`src/rtl/prog_loader_pkg.sv`:
```
// Shared types for the boot-time program loader.
// Frame parser states and default framing byte.
package prog_loader_pkg;

  localparam logic [7:0] SYNC_BYTE_DEF = 8'hA5;

  typedef enum logic [2:0] {
    S_IDLE,
    S_LEN,
    S_DATA,
    S_CSUM,
    S_DONE,
    S_ERR
  } state_t;

endpackage

```
`src/rtl/prog_loader_if.sv`:
```
// Byte stream in from UART RX and word write port out to imem.
// master = loader side, slave = environment side.
interface prog_loader_if #(
  parameter int ADDR_WIDTH = 12
) ();

  logic [7:0]            rx_data;
  logic                  rx_valid;
  logic                  rx_ready;
  logic                  imem_we;
  logic [ADDR_WIDTH-1:0] imem_addr;
  logic [31:0]           imem_wdata;

  modport master (
    input  rx_data,
    input  rx_valid,
    output rx_ready,
    output imem_we,
    output imem_addr,
    output imem_wdata
  );

  modport slave (
    output rx_data,
    output rx_valid,
    input  rx_ready,
    input  imem_we,
    input  imem_addr,
    input  imem_wdata
  );

endinterface

```
`src/rtl/prog_loader_byte_packer.sv`:
```
// Packs little-endian bytes into 32-bit words.
// word/word_valid present the completed word in the cycle of its 4th byte.
module prog_loader_byte_packer (
  input  logic        clk,
  input  logic        rst,
  input  logic        clear,
  input  logic        push,
  input  logic [7:0]  data,
  output logic [31:0] word,
  output logic        word_valid
);

  logic [1:0]  idx;
  logic [31:0] sr;

  always_ff @(posedge clk) begin
    if (rst || clear) begin
      idx <= '0;
      sr  <= '0;
    end else if (push) begin
      idx <= idx + 2'd1;
      sr  <= {data, sr[31:8]};
    end
  end

  // newest byte lands in the top lane, so byte 0 ends up at [7:0]
  assign word       = {data, sr[31:8]};
  assign word_valid = push && (idx == 2'd3);

endmodule

```
`src/rtl/prog_loader.sv`:
```
// Boot loader: parses framed UART bytes, writes imem from word 0,
// and releases the core reset only after a good checksum.
module prog_loader
  import prog_loader_pkg::*;
#(
  parameter int         ADDR_WIDTH = 12,
  parameter logic [7:0] SYNC_BYTE  = SYNC_BYTE_DEF
) (
  input  logic                clk,
  input  logic                rst,
  prog_loader_if.master       bus,
  output logic                cpu_rst_n,
  output logic                load_done,
  output logic                load_err,
  output logic [ADDR_WIDTH:0] word_count
);

  localparam logic [ADDR_WIDTH:0] MAX_WORDS =
    {1'b1, {ADDR_WIDTH{1'b0}}};

  state_t state;
  state_t state_nxt;

  logic                  ready_q;
  logic                  we_q;
  logic [ADDR_WIDTH-1:0] addr_q;
  logic [31:0]           wdata_q;
  logic [ADDR_WIDTH:0]   wc_q;
  logic [ADDR_WIDTH:0]   len_q;
  logic [7:0]            csum_q;

  logic        accept;
  logic        is_sync;
  logic        restart;
  logic        push;
  logic        len_big;
  logic        last_word;
  logic [31:0] word;
  logic        word_valid;

  assign accept    = bus.rx_valid && ready_q;
  assign is_sync   = (bus.rx_data == SYNC_BYTE);
  assign len_big   = (word > 32'(MAX_WORDS));
  assign last_word = ((wc_q + 1'b1) == len_q);

  prog_loader_byte_packer u_packer (
    .clk        (clk),
    .rst        (rst),
    .clear      (restart),
    .push       (push),
    .data       (bus.rx_data),
    .word       (word),
    .word_valid (word_valid)
  );

  always_ff @(posedge clk) begin
    if (rst) begin
      state <= S_IDLE;
    end else begin
      state <= state_nxt;
    end
  end

  always_comb begin
    state_nxt = state;
    restart   = 1'b0;
    push      = 1'b0;
    unique case (state)
      S_IDLE, S_DONE, S_ERR: begin
        if (accept && is_sync) begin
          restart   = 1'b1;
          state_nxt = S_LEN;
        end
      end
      S_LEN: begin
        push = accept;
        if (word_valid) begin
          if (len_big) begin
            state_nxt = S_ERR;
          end else if (word == '0) begin
            state_nxt = S_CSUM;
          end else begin
            state_nxt = S_DATA;
          end
        end
      end
      S_DATA: begin
        push = accept;
        if (word_valid && last_word) begin
          state_nxt = S_CSUM;
        end
      end
      S_CSUM: begin
        if (accept) begin
          if (bus.rx_data == csum_q) begin
            state_nxt = S_DONE;
          end else begin
            state_nxt = S_ERR;
          end
        end
      end
      default: state_nxt = S_IDLE;
    endcase
  end

  always_ff @(posedge clk) begin
    if (rst) begin
      ready_q <= 1'b0;
      we_q    <= 1'b0;
      addr_q  <= '0;
      wdata_q <= '0;
      wc_q    <= '0;
      len_q   <= '0;
      csum_q  <= '0;
    end else begin
      ready_q <= 1'b1;
      we_q    <= 1'b0;
      if (restart) begin
        wc_q   <= '0;
        csum_q <= '0;
      end else if (push) begin
        csum_q <= csum_q ^ bus.rx_data;
      end
      if (state == S_LEN && word_valid) begin
        len_q <= word[ADDR_WIDTH:0];
      end
      if (state == S_DATA && word_valid) begin
        we_q    <= 1'b1;
        addr_q  <= wc_q[ADDR_WIDTH-1:0];
        wdata_q <= word;
        wc_q    <= wc_q + 1'b1;
      end
    end
  end

  assign bus.rx_ready   = ready_q;
  assign bus.imem_we    = we_q;
  assign bus.imem_addr  = addr_q;
  assign bus.imem_wdata = wdata_q;

  assign cpu_rst_n  = (state == S_DONE);
  assign load_done  = (state == S_DONE);
  assign load_err   = (state == S_ERR);
  assign word_count = wc_q;

endmodule

```
`src/flat_wrapper.sv`:
```
// flat-port wrapper written by rule: the top's interface ports become plain ports
module prog_loader_flat import prog_loader_pkg::*;
#(
  parameter int         ADDR_WIDTH = 12,
  parameter logic [7:0] SYNC_BYTE  = SYNC_BYTE_DEF
)
  (clk, rst, cpu_rst_n, load_done, load_err, word_count, bus_rx_data, bus_rx_valid, bus_rx_ready, bus_imem_we, bus_imem_addr, bus_imem_wdata);
  prog_loader_if #(.ADDR_WIDTH(ADDR_WIDTH)) bus_i ();
  input  logic clk;
  input  logic rst;
  output logic cpu_rst_n;
  output logic load_done;
  output logic load_err;
  output logic [ADDR_WIDTH:0] word_count;
  input wire logic [$bits(bus_i.rx_data)-1:0] bus_rx_data;
  input wire logic [$bits(bus_i.rx_valid)-1:0] bus_rx_valid;
  output wire logic [$bits(bus_i.rx_ready)-1:0] bus_rx_ready;
  output wire logic [$bits(bus_i.imem_we)-1:0] bus_imem_we;
  output wire logic [$bits(bus_i.imem_addr)-1:0] bus_imem_addr;
  output wire logic [$bits(bus_i.imem_wdata)-1:0] bus_imem_wdata;
  assign bus_i.rx_data = bus_rx_data;
  assign bus_i.rx_valid = bus_rx_valid;
  assign bus_rx_ready = bus_i.rx_ready;
  assign bus_imem_we = bus_i.imem_we;
  assign bus_imem_addr = bus_i.imem_addr;
  assign bus_imem_wdata = bus_i.imem_wdata;
  prog_loader #(.ADDR_WIDTH(ADDR_WIDTH), .SYNC_BYTE(SYNC_BYTE)) u_core (.clk(clk), .rst(rst), .bus(bus_i), .cpu_rst_n(cpu_rst_n), .load_done(load_done), .load_err(load_err), .word_count(word_count));
endmodule
```
`config.mk`:
```
export PLATFORM = sky130hd
export DESIGN_NAME = prog_loader_flat
export DESIGN_NICKNAME = d
export VERILOG_FILES = /design/src/rtl/prog_loader_pkg.sv /design/src/rtl/prog_loader_if.sv /design/src/rtl/prog_loader_byte_packer.sv /design/src/rtl/prog_loader.sv /design/src/flat_wrapper.sv
export SDC_FILE = /design/constraint.sdc
export NUM_CORES = 1
export LEC_CHECK = 0
export ABC_AREA = 1
export CAP_MARGIN = 20
export CORE_MARGIN = 2
export CORE_UTILIZATION = 25
export DETAILED_ROUTE_END_ITERATION = 7
export GPL_TIMING_DRIVEN = 0
export HOLD_SLACK_MARGIN = 0.05
export PLACE_DENSITY_LB_ADDON = 0.25
export SYNTH_ARGS = -nofsm -noshare
export SYNTH_HDL_FRONTEND = slang
export SYNTH_SLANG_ARGS = --single-unit
```
`constraint.sdc`:
```
create_clock -name clk -period 2.3 [get_ports clk]
set_input_delay 0.23 -clock clk [delete_from_list [all_inputs] [get_ports clk]]
set_output_delay 0.23 -clock clk [all_outputs]
set_load 0.05 [all_outputs]
```
* Word level (Yosys, flattened, before mapping)
Index checks and enable logic that the tools add are counted.
** Storage, ports and cells
- Flip-flop bits (word level) :: 117
- Output and inout bits :: 62
- Word-level logic and storage cells :: 56
** Operators by class
- Add/sub/neg operators :: 2
- $lt $le $gt $ge :: 1
- Equal/unequal tests :: 13
- Mux-type cells :: 15
- Bitwise gates (word level) :: 1
- Reductions and logical operators :: 14
** Operator list (number)
- 32-bit by 13-bit greater-than comparator with 1-bit output, second input constant :: 1
- 32-bit zero test :: 1
- 13-bit 2-to-1 mux :: 2
- 3-bit 2-to-1 mux :: 5
- 13-bit by 1-bit adder with 13-bit output, second input constant :: 1
- 13-bit equality test :: 1
- 3-bit one-hot mux with 4 select lines :: 1
- 8-bit equality test :: 1
- 8-bit equality test, second input constant :: 1
- 2-bit by 1-bit != test with 1-bit output, second input constant :: 4
- 8-bit bitwise XOR :: 1
- 1-bit 2-to-1 mux :: 7
- 3-bit by 2-bit equality test with 1-bit output, second input constant :: 2
- 3-bit equality test, second input constant :: 2
- 1-bit logical AND :: 6
- 4-bit AND reduction :: 1
- 2-bit OR reduction :: 2
- 3-bit by 1-bit equality test with 1-bit output, second input constant :: 1
- 3-bit zero test :: 1
- 3-bit OR reduction :: 1
- 2-bit by 1-bit adder with 2-bit output, second input constant :: 1
- 2-bit equality test, second input constant :: 1
- 2-bit nonzero test :: 1
- 1-bit logical OR :: 1

* Depth between registers and ports, before layout
- Depth after elaboration :: 7
- Gate-level depth with buffers :: 17

* Cells and area by module
From an unflattened synthesis, not the netlist that was laid out.
** Second synthesis, totals
- Cell total of the unflattened synthesis :: 716
- Area, all modules :: 4927.2 µm²
** By module, submodules not included
- prog_loader :: instances 1, cells each 541, area an instance 3764.9 µm², sequential area each 1661.6 µm²
- prog_loader_byte_packer :: instances 1, cells each 175, area an instance 1162.4 µm², sequential area each 520.5 µm²

* Worst setup path after synthesis
Ideal clock, no wire load.
- Path kind :: reg-to-reg
- From :: reg u_core.wc_q[0] (netlist: u_core.word_count[0])
- To :: reg u_core.state[1]
- Arrival :: 2072 ps
- Data required time :: 2187 ps
- Path slack :: 115 ps
- Cell stages (with the launch flop) :: 17
- Path buffers :: 0
- Path through :: dfxtp_1 > ha_1 > nand3_2 > clkinv_2 > nand2_1 > nand2_1 > nand2_1 > nand2_1 > nand2_1 > nor2_1 > nand2_1 > nor2_1 > nand2_1 > nand2_2 > nand2_2 > o21ai_1 > inv_1
** Between the ends
- Cells in the longest elaborated chain, start to end :: 5
** RTL lines
- start: declaration :: RTL line prog_loader.sv:28 : logic [ADDR_WIDTH:0] wc_q;
- start signal: assignment :: RTL line prog_loader.sv:131 : wc_q <= wc_q + 1'b1;
- 13-bit by 1-bit adder with 13-bit output :: RTL line prog_loader.sv:44 : assign last_word = ((wc_q + 1'b1) == len_q);
- 13-bit equality test :: RTL line prog_loader.sv:44
- 1-bit logical AND :: RTL line prog_loader.sv:89 : if (word_valid && last_word) begin
- 2-bit by 1-bit != test with 1-bit output (no line)
- 4-bit AND reduction (no line)
- end signal: assignment :: RTL line prog_loader.sv:60 : state <= state_nxt;
- end: declaration :: RTL line prog_loader.sv:21 : state_t state;
Every way passes these cells.
A chain may end at the register's enable or synchronous reset.

* Worst setup path after layout
- From :: reg u_core.state[0]
- To :: out load_err
** Between the ends
- Cells in the longest elaborated chain, start to end :: 1
** RTL lines
- 3-bit equality test :: RTL line prog_loader.sv:143 : assign load_err = (state == S_ERR);
- end: declaration :: RTL line flat_wrapper.sv:13 : output logic load_err;
Every way passes these cells.

==> impl_metrics.ini <==
[power]
ir_drop_mv = 0.379
powerDensity_nw_per_um2 = 664
p_total_mw = 4.01
power.leakage_nw = 2.36

[hold_path]
worstHoldStart = u_core.len_q[9]
worstHoldPathType = flip-flop to flip-flop

[clocking]
cts_tree = done
cts_setup_buffers = 0
cts_buffer_depth = 2
path_clk_slew_ns = 0.07
cts_max_level = 3
clock_latency_ns = 0.36
cts_root_buffer = clkbuf_16
cts.sink_count = 109
numCtsBuffers = 9

[cells_and_area]
final_cell_area_um2 = 6040
layout_commonest_cell = nand2_1
area_growth_pct = 27.9
final_util = 0.324
finalNetCount = 749
antenna-diode-count = 0
drive_gt1_frac = 0.0837
fillers = 2036
final_cell_mix = nand2_1 (153), dfxtp_1 (107), a21oi_1 (82)

[yosys]
synth_cells = 653
netlist_top_cells_area = dfxtp_1 (46%), nand2_1 (12%), a21oi_1 (8.7%)
yosys.area.top_type_share = 0.462
yosys_register_bits = 109
syn_avg_cell_area_um2 = 7.24
synth_seq_area_share = 0.462
ys_warn_count = 0
netlist_area_um2 = 4720
synth.distinct_cells = 36
synth_fp_nets = 666
synth_top_cell_by_area = dfxtp_1

[job]
max_cap_viol_count = 0

[setup_path]
worst-path-buf-inv = 2
r2r_slack_ns = 0.21
worstPathMaxFanout = 5
worstPathArrival_ns = 1.95
worstSetupPathType = flip-flop to output pin
crit_chain = inv_1 > nor3_1 > clkdlybuf4s50_1
worstSetupStartpoint = u_core.state[0]
crit_family = buffers and inverters
crit-reg2reg-launch = u_core.word_count[1]
critPathRequiredTime_ns = 2.07
crit_path_start_kind = flip-flop
end_kind = output pin
crit_slowest_cell = clkdlybuf4s50_1
critPathMaxStageDelay_ns = 0.84

[placed_design]
io_buffers = 72
place.gp.congestion = 0.835
place_hpwl_um = 10600
dpl_cell_area_um2 = 5740

[die]
core_area_um2 = 18600
ioPinCount = 73
die-area_um2 = 20000
die_h_um = 141
die_x_um = 141
fp-row-count = 50
start_util = 0.253

[outcome]
status = complete, no violations

[route]
drc = 0
final_antenna_net_count = 0
first_pass_iters = 4
vias = 4430
wl_per_cell_um = 14.4
finalWirelength_um = 14100
via_per_inst = 4.54
drt_iter0_drc = 278

[sta]
fmax_mhz = 460
holdWs_ns = 0.471
finalSetupViolCount = 0
clock-skew-final_ns = 0.00800
slew_violations = 0
tightestPinTransition_ns = 0.607
relSlewSlack = 0.596
layout_min_cycle_time_ns = 2.18
finalHoldViolCount = 0
rsz0062_at_grt = no
period_share = 0.946
finalSetupTns_ns = 0

[global_route]
grt_pass1_wl_um = 22900
antenna_found_initial = 0
grt_max_degree = 19
grt_usage = 0.145
grt_pass1_vias = 4259
grt_overflow_total = 0
==> per-layer routing <==
| layer | up-vias | wire (um) | track usage |
|---|---|---|---|
| li1 | 2293 | - | - |
| met1 | 2056 | 6860 | 0.193 |
| met2 | 71 | 6530 | 0.239 |
| met3 | 10 | 518 | 0.0331 |
| met4 | 0 | 161 | 0.0379 |
| met5 | - | 0 | 0 |
==> cells in the mapped netlist, drive strengths merged <==
master  number
xor2         7
nand3       38
clkinv       1
nand3b       1
a31oi        1
a211oi       2
or2          4
nor3         8
ha           2
xnor2        3
a21oi       82
nand2      161
o21ai       58
o31ai        1
buf         13
dfxtp      109
nor2        74
nand4        9
clkbuf      20
nor4         3
inv         53
and2         1
a32o         1
o22ai        1
==> registers in the layout, summed over array words and instances, names as in the netlist <==
register	count
u_core.bus.imem_we	1
u_core.state	3
u_core.len_q	13
u_core.bus.imem_wdata	32
u_core.bus.rx_ready	1
u_core.word_count	13
u_core.csum_q	8
u_core.u_packer.idx	2
u_core.u_packer.sr	24
u_core.bus.imem_addr	12
==> final timing paths <==
kind	endpoint	cells past startpoint
hold / removal	u_core.len_q[9]	2
hold reg to reg	u_core.len_q[9]	2
setup reg to reg	u_core.state[1]	16
setup / recovery	load_err	3
==> metrics by stage <==
step	worst slack (ns)	instances
floorplan	0.115	653
global placement	-0.180	959
detailed placement	-0.176	959
CTS	0.0298	975
global route	0.00579	975
finish	0.125	975
==> logic make-up after synthesis <==
family | share of synthesized area
AO/OA/AOI/OAI | 0.158
adder cells (fa/ha/maj) | 0.00530
buffers and inverters | 0.0776
flip-flops | 0.462
AND/OR/NAND/NOR | 0.279
XOR/XNOR | 0.0185
==> final cells by class <==
| cell class | count | area (um2) | area share |
|---|---|---|---|
| multi-input cells | 457 | 2180 | 0.360 |
| repair buffers | 72 | 723 | 0.120 |
| clock inverters | 5 | 42.5 | 0.00704 |
| inverters | 54 | 204 | 0.0337 |
| flip-flops and latches | 109 | 2190 | 0.362 |
| clock buffers | 11 | 253 | 0.0418 |
| well taps | 234 | 293 | 0.0484 |
| plain buffers | 33 | 165 | 0.0273 |
==> worst register-to-register path, stage by stage, from the launching register on <==
cell	delay, ns
dfxtp_2	0.42
ha_1	0.24
nand3_2	0.17
clkinv_2	0.12
nand2_1	0.08
nand2_1	0.08
nand2_1	0.05
nand2_1	0.05
nand2_1	0.04
nor2_1	0.14
nand2_1	0.06
nor2_1	0.11
nand2_1	0.09
nand2_2	0.08
nand2_2	0.06
o21ai_1	0.14
inv_1	0.05
==> repair_timing <==
action | in CTS | in global routing
resized for setup | 0 | 8
hold buffers | 0 | 0
endpoints found under the setup margin | 0 | 18
==> power breakdown <==
group	total [mW]	switching, mW	leakage, nW	internal (mW)
registers	1.97	0.0416	0.880	1.93
clock network	1.57	0.762	0.142	0.805
logic	0.474	0.320	1.34	0.154
Power figures use the tool's default switching activity.
